<file path="src/rtl/ht_task_arb_pkg.sv">
// hash_table: command encoding and sizing helpers shared by the task arbiter files.
package hash_table;
    localparam int HT_CMD_WIDTH = 2;
    typedef enum logic [HT_CMD_WIDTH-1:0] {
        HT_NOP    = 2'd0,
        HT_SEARCH = 2'd1,
        HT_INSERT = 2'd2,
        HT_DELETE = 2'd3
    } ht_command_t;
    function automatic int ht_id_width(input int n_ports);
        return (n_ports > 2) ? $clog2(n_ports) : 1;
    endfunction
endpackage

</file>
<file path="src/rtl/ht_pend_fifo.sv">
// ht_pend_fifo: in-order FIFO of granted port ids awaiting their table results.
module ht_pend_fifo
    import hash_table::*;
#(
    parameter int DEPTH = 16,
    parameter int W     = 1
) (
    input  logic         clk_i,
    input  logic         rst_i,
    input  logic         push_i,
    input  logic         pop_i,
    input  logic [W-1:0] din_i,
    output logic [W-1:0] head_o,
    output logic         full_o,
    output logic         empty_o
);
    localparam int AW = $clog2(DEPTH);
    localparam int CW = AW + 1;
    logic [W-1:0]  mem_q [DEPTH];
    logic [AW-1:0] wr_q, wr_d, rd_q, rd_d;
    logic [CW-1:0] cnt_q, cnt_d;
    // Pointers wrap naturally because DEPTH is a power of two.
    always_comb begin
        wr_d  = wr_q + AW'(push_i);
        rd_d  = rd_q + AW'(pop_i);
        cnt_d = cnt_q + CW'(push_i) - CW'(pop_i);
    end
    // Pointer and occupancy registers.
    always_ff @(posedge clk_i or negedge rst_i) begin
        if (!rst_i) begin
            wr_q  <= '0;
            rd_q  <= '0;
            cnt_q <= '0;
        end else begin
            wr_q  <= wr_d;
            rd_q  <= rd_d;
            cnt_q <= cnt_d;
        end
    end
    // Id storage needs no reset; only occupied slots are ever read.
    always_ff @(posedge clk_i) begin
        if (push_i) mem_q[wr_q] <= din_i;
    end
    assign head_o  = mem_q[rd_q];
    assign empty_o = (cnt_q == '0);
    assign full_o  = (cnt_q == CW'(DEPTH));
endmodule

</file>
<file path="src/rtl/ht_task_arb.sv">
// ht_task_arb: round-robin task merge into the hash table with in-order result steering (HT_TASK_ARB_STATS_EN adds per-port counters).
module ht_task_arb
    import hash_table::*;
#(
    parameter int N_PORTS     = 2,
    parameter int KEY_WIDTH   = 32,
    parameter int VALUE_WIDTH = 16,
    parameter int CMD_WIDTH   = HT_CMD_WIDTH,
    parameter int RES_WIDTH   = 64,
    parameter int PEND_DEPTH  = 16
) (
    input  logic                           clk_i,
    input  logic                           rst_i,
    input  logic [N_PORTS-1:0]             cl_valid_i,
    output logic [N_PORTS-1:0]             cl_ready_o,
    input  logic [N_PORTS*KEY_WIDTH-1:0]   cl_key_i,
    input  logic [N_PORTS*VALUE_WIDTH-1:0] cl_value_i,
    input  logic [N_PORTS*CMD_WIDTH-1:0]   cl_cmd_i,
    output logic                           task_valid_o,
    input  logic                           task_ready_i,
    output logic [KEY_WIDTH-1:0]           task_key_o,
    output logic [VALUE_WIDTH-1:0]         task_value_o,
    output logic [CMD_WIDTH-1:0]           task_cmd_o,
    input  logic                           res_valid_i,
    output logic                           res_ready_o,
    input  logic [RES_WIDTH-1:0]           res_data_i,
    output logic [N_PORTS-1:0]             cl_res_valid_o,
    input  logic [N_PORTS-1:0]             cl_res_ready_i,
    output logic [RES_WIDTH-1:0]           cl_res_data_o,
`ifdef HT_TASK_ARB_STATS_EN
    output logic [N_PORTS*32-1:0]          grant_cnt_o,
    output logic [N_PORTS*32-1:0]          res_cnt_o,
`endif
    output logic                           err_o
);
    localparam int IDW = ht_id_width(N_PORTS);
    logic                   found, load, grant, full, empty, pop;
    logic [IDW-1:0]         gnt_id, head, rr_q, rr_d;
    logic                   task_valid_q, task_valid_d, err_q, err_d;
    logic [KEY_WIDTH-1:0]   task_key_q, task_key_d;
    logic [VALUE_WIDTH-1:0] task_value_q, task_value_d;
    logic [CMD_WIDTH-1:0]   task_cmd_q, task_cmd_d;
    // Round-robin search: first valid port at or after rr_q, wrapping.
    always_comb begin
        found  = 1'b0;
        gnt_id = '0;
        for (int i = 0; i < N_PORTS; i++) begin
            if (!found && cl_valid_i[(int'(rr_q) + i) % N_PORTS]) begin
                found  = 1'b1;
                gnt_id = IDW'((int'(rr_q) + i) % N_PORTS);
            end
        end
    end
    // Grant and output-stage next state; full is registered, so a same-cycle pop frees nothing yet.
    always_comb begin
        load         = !task_valid_q || task_ready_i;
        grant        = load && !full && found;
        cl_ready_o   = grant ? (N_PORTS'(1) << gnt_id) : '0;
        rr_d         = grant ? ((int'(gnt_id) == N_PORTS - 1) ? '0 : gnt_id + 1'b1) : rr_q;
        task_valid_d = load ? grant : task_valid_q;
        task_key_d   = grant ? cl_key_i[int'(gnt_id)*KEY_WIDTH +: KEY_WIDTH] : task_key_q;
        task_value_d = grant ? cl_value_i[int'(gnt_id)*VALUE_WIDTH +: VALUE_WIDTH] : task_value_q;
        task_cmd_d   = grant ? cl_cmd_i[int'(gnt_id)*CMD_WIDTH +: CMD_WIDTH] : task_cmd_q;
    end
    // Result steering to the oldest outstanding owner; orphan results are dropped and flagged.
    always_comb begin
        cl_res_valid_o = (res_valid_i && !empty) ? (N_PORTS'(1) << head) : '0;
        res_ready_o    = empty || cl_res_ready_i[head];
        pop            = res_valid_i && !empty && cl_res_ready_i[head];
        err_d          = err_q || (res_valid_i && empty);
    end
    // Output register, round-robin pointer and sticky error flag.
    always_ff @(posedge clk_i or negedge rst_i) begin
        if (!rst_i) begin
            rr_q         <= '0;
            task_valid_q <= 1'b0;
            task_key_q   <= '0;
            task_value_q <= '0;
            task_cmd_q   <= '0;
            err_q        <= 1'b0;
        end else begin
            rr_q         <= rr_d;
            task_valid_q <= task_valid_d;
            task_key_q   <= task_key_d;
            task_value_q <= task_value_d;
            task_cmd_q   <= task_cmd_d;
            err_q        <= err_d;
        end
    end
    ht_pend_fifo #(.DEPTH(PEND_DEPTH), .W(IDW)) u_pend (
        .clk_i   (clk_i),
        .rst_i   (rst_i),
        .push_i  (grant),
        .pop_i   (pop),
        .din_i   (gnt_id),
        .head_o  (head),
        .full_o  (full),
        .empty_o (empty)
    );
    assign task_valid_o  = task_valid_q;
    assign task_key_o    = task_key_q;
    assign task_value_o  = task_value_q;
    assign task_cmd_o    = task_cmd_q;
    assign cl_res_data_o = res_data_i;
    assign err_o         = err_q;
`ifdef HT_TASK_ARB_STATS_EN
    logic [N_PORTS-1:0][31:0] grant_cnt_q, grant_cnt_d, res_cnt_q, res_cnt_d;
    // Per-port accepted-task and delivered-result counters, wrapping at 2^32.
    always_comb begin
        for (int p = 0; p < N_PORTS; p++) begin
            grant_cnt_d[p] = grant_cnt_q[p] + 32'(cl_ready_o[p]);
            res_cnt_d[p]   = res_cnt_q[p] + 32'(cl_res_valid_o[p] && res_ready_o);
        end
    end
    // Counter registers.
    always_ff @(posedge clk_i or negedge rst_i) begin
        if (!rst_i) begin
            grant_cnt_q <= '0;
            res_cnt_q   <= '0;
        end else begin
            grant_cnt_q <= grant_cnt_d;
            res_cnt_q   <= res_cnt_d;
        end
    end
    assign grant_cnt_o = grant_cnt_q;
    assign res_cnt_o   = res_cnt_q;
`endif
endmodule

</file>
<file path="config.mk">
export PLATFORM = sky130hd
export DESIGN_NAME = ht_task_arb
export DESIGN_NICKNAME = d
export VERILOG_FILES = /design/src/rtl/ht_task_arb_pkg.sv /design/src/rtl/ht_pend_fifo.sv /design/src/rtl/ht_task_arb.sv
export SDC_FILE = /design/constraint.sdc
export NUM_CORES = 1
export LEC_CHECK = 0
export ABC_AREA = 1
export CAP_MARGIN = 20
export CORE_AREA = 2 2 113 115
export CTS_CLUSTER_SIZE = 8
export DETAILED_ROUTE_END_ITERATION = 16
export DIE_AREA = 0 0 115 117
export PLACE_DENSITY_LB_ADDON = 0.3
export SKIP_CTS_REPAIR_TIMING = 1
export SYNTH_ARGS = -nofsm -noshare
export SYNTH_HDL_FRONTEND = slang
export SYNTH_SLANG_ARGS = --single-unit
export TNS_END_PERCENT = 10
</file>
<file path="constraint.sdc">
create_clock -name clk_i -period 5.4 [get_ports clk_i]
set_input_delay 0.54 -clock clk_i [delete_from_list [all_inputs] [get_ports clk_i]]
set_output_delay 0.54 -clock clk_i [all_outputs]
set_load 0.01 [all_outputs]
</file>
==> out/qor.csv <==
metric,value,unit
hpwl,8622,um
critPathCaptureType,output port,
reg2reg_slack,2.51,ns
synth_top_cell_area_share,37.31,%
grt_pass1_vias,3653,
grt_overflow,0,
yosysSeqAreaShare,48.16,%
detail-route-antenna-nets,0,
grtUsageMet3,6.282,%
hold_path.class,in2async,
clock.fmax,292.2,MHz
cts_buffers,9,
seq_power_share,37.8,%
grt_use_met1,17.43,%
rows,41,
grt.total_usage,17.49,%
drc_errors,0,
ir_worst_vdd,0.1512,mV
portBuffers,164,
synth_flop_cell,dfrtp_1,
cts_sinks,82,
grt-busiest-layer,met2,
internal-power,0.001636,W
r2r_cells,18,
drive_gt1_share,7.438,%
switching_share,34.96,%
crit_required,4.86,ns
period_share,63.38,%
ys_seq_elements,82,
die_w,115,um
start_util,35.96,%
setup_viol,0,
synthCells,503,
coreArea,12310,um^2
yosysTopAreaCell,dfrtp_1,
synth_nets,686,
pwr-share-clk,21.6,%
slew_viol_final,0,
rsz0062_at_grt,false,
antenna_found_initial,0,
cap_violations,0,
post-synth-top-count-cell,nand2_1,
grt_max_degree,67,
io_pins,293,
cp_data_arrival_time,2.88,ns
path_class,in2out,
netlist_area,4427,um^2
async_flop_share,80.49,%
area_growth,33.32,%
fin_skew,0.006018,ns
wire_per_inst,15.10,um
finalSetupTns,0,ns
root_buffer,clkbuf_16,
cpPeakStageDelay,0.67,ns
reg2reg_from,u_pend.rd_q[0]$_DFF_PN0_,
leakagePower,2.703,nW
die_area,13460,um^2
pwr-share-comb,40.6,%
setup_slack,1.977,ns
die_height,117,um
synth-edff-count,16,
crit_fanout,51,
drt-vias-per-instance,4.629,
cp_slowest_cell,clkdlybuf4s50_1,
met2_usage,31.37,%
drt-total-wl,11400,um
r2r_end,u_pend.cnt_q[4]$_DFF_PN0_,
ys_top_cells_by_count,"nand2_1 (171), dfrtp_1 (66), buf_4 (64), nand3_1 (59), inv_1 (36)",
cts_max_level,3,
drtPass1Iterations,4,
yosys-top-cells-area,"dfrtp_1 (37%), nand2_1 (14%), buf_4 (11%)",
ys_warn_count,0,
drt_iter0_drc,94,
grt_pass1_wl,17910,um
crit_chain,"clkdlybuf4s50_1, nand2_1, nand2_1, inv_1, nor2_8, clkdlybuf4s50_1",
dpl_worst_slack,1.955,ns
hold_violations,0,
yosysUniqueCellTypes,25,
clock_path_buffers,2,
cts_tree,done,
fin_crit,3.423,ns
power_density,426.3,nW/um^2
nets,783,
max_slew_margin,41.91,%
start_kind,input port,
cts.clk_slew.worst_paths,0.06,ns
diodes,0,
outcome,finished clean,
globalplace.congestion,0.7893,
synth_area_per_cell,8.801,um^2
dr_total_vias,3495,
clock_latency,0.33,ns
worst_pin_slew,0.8713,ns
p_switching,0.0008795,W
## sequential cells by signal (all words and copies together) (netlist names)
register	count
err_o	1
rr_q	1
task_cmd_o	2
task_key_o	32
task_valid_o	1
task_value_o	16
u_pend.cnt_q	5
u_pend.mem_q	16
u_pend.rd_q	4
u_pend.wr_q	4
## cell type report
type / count / area, um^2
multi-input cells: 302 / 1516
well taps: 150 / 187.7
inverters: 39 / 151.4
clock buffers: 10 / 229.0
repair buffers: 166 / 1652
fillers: 1158 / 6410
flip-flops and latches: 82 / 2132
clock inverters: 6 / 33.78
## cells in the final DEF (no fill, tap or decap), types with 4 or more instances in the layout
cell / count
nand3_1: 59
ha_1: 10
clkbuf_16: 9
a21oi_1: 4
nor2_1: 19
nand3_2: 10
inv_1: 36
nand2_1: 171
edfxtp_1: 16
dfrtp_1: 66
clkdlybuf4s50_1: 163
xor2_1: 7
nand2_2: 10
## worst max-delay path: cells and delay by family
family | cells | cell delay, ns
buffers and inverters | 3 | 1.46
AND/OR/NAND/NOR | 3 | 0.84
## routing by layer
layer	vias to the layer above	share of wire [%]
met5	-	0
met3	39	9.3
met1	1623	37
met2	129	51
met4	0	3.4
li1	1704	-
## stage by stage
stage               total power [W]  util [%]  std cells  hold WS, ns  area, um^2
global route               0.002713     47.94        755       0.4867        5902
global placement           0.001970     45.80        739       0.4598        5639
detailed placement         0.001999     45.80        739       0.4625        5639
finish                     0.002516     47.94        755       0.3953        5902
floorplan                  0.001553         -        503       0.2444        4427
CTS                        0.002562     47.94        755       0.4304        5902
## power groups by stage
stage	clock network [W]	logic (W)	registers, W
floorplan	0	0.000565	0.000988
finish	0.000543	0.00102	0.000952
detailed placement	0	0.00104	0.000956
CTS	0.000560	0.00105	0.000954
global route	0.000588	0.00115	0.000979
global placement	0	0.00102	0.000953
## worst max path at each step
| stage | start | to | slack, ns | cells past startpoint |
|---|---|---|---|---|
| after global placement | cl_valid_i[0] | cl_ready_o[0] | 1.97 | 6 |
| after CTS | cl_valid_i[0] | cl_ready_o[0] | 1.94 | 6 |
| after global routing | cl_valid_i[0] | cl_ready_o[0] | 1.80 | 6 |
| final | cl_valid_i[0] | cl_ready_o[0] | 1.98 | 6 |
| after floorplan | u_pend.rd_q[0]$_DFF_PN0_ | u_pend.cnt_q[4]$_DFF_PN0_ | 2.84 | 18 |
| after detailed placement | cl_valid_i[0] | cl_ready_o[0] | 1.96 | 6 |
## cell families after synthesis
kind of cell | synth area share, %
DFF | 48.16
and+or+nand+nor | 28.24
xor gates and xnor gates | 1.583
adders and majority gates | 3.279
AOI/OAI and AO/OA | 1.159
buffers and inverters | 17.58
Power figures use the tool's default switching activity.
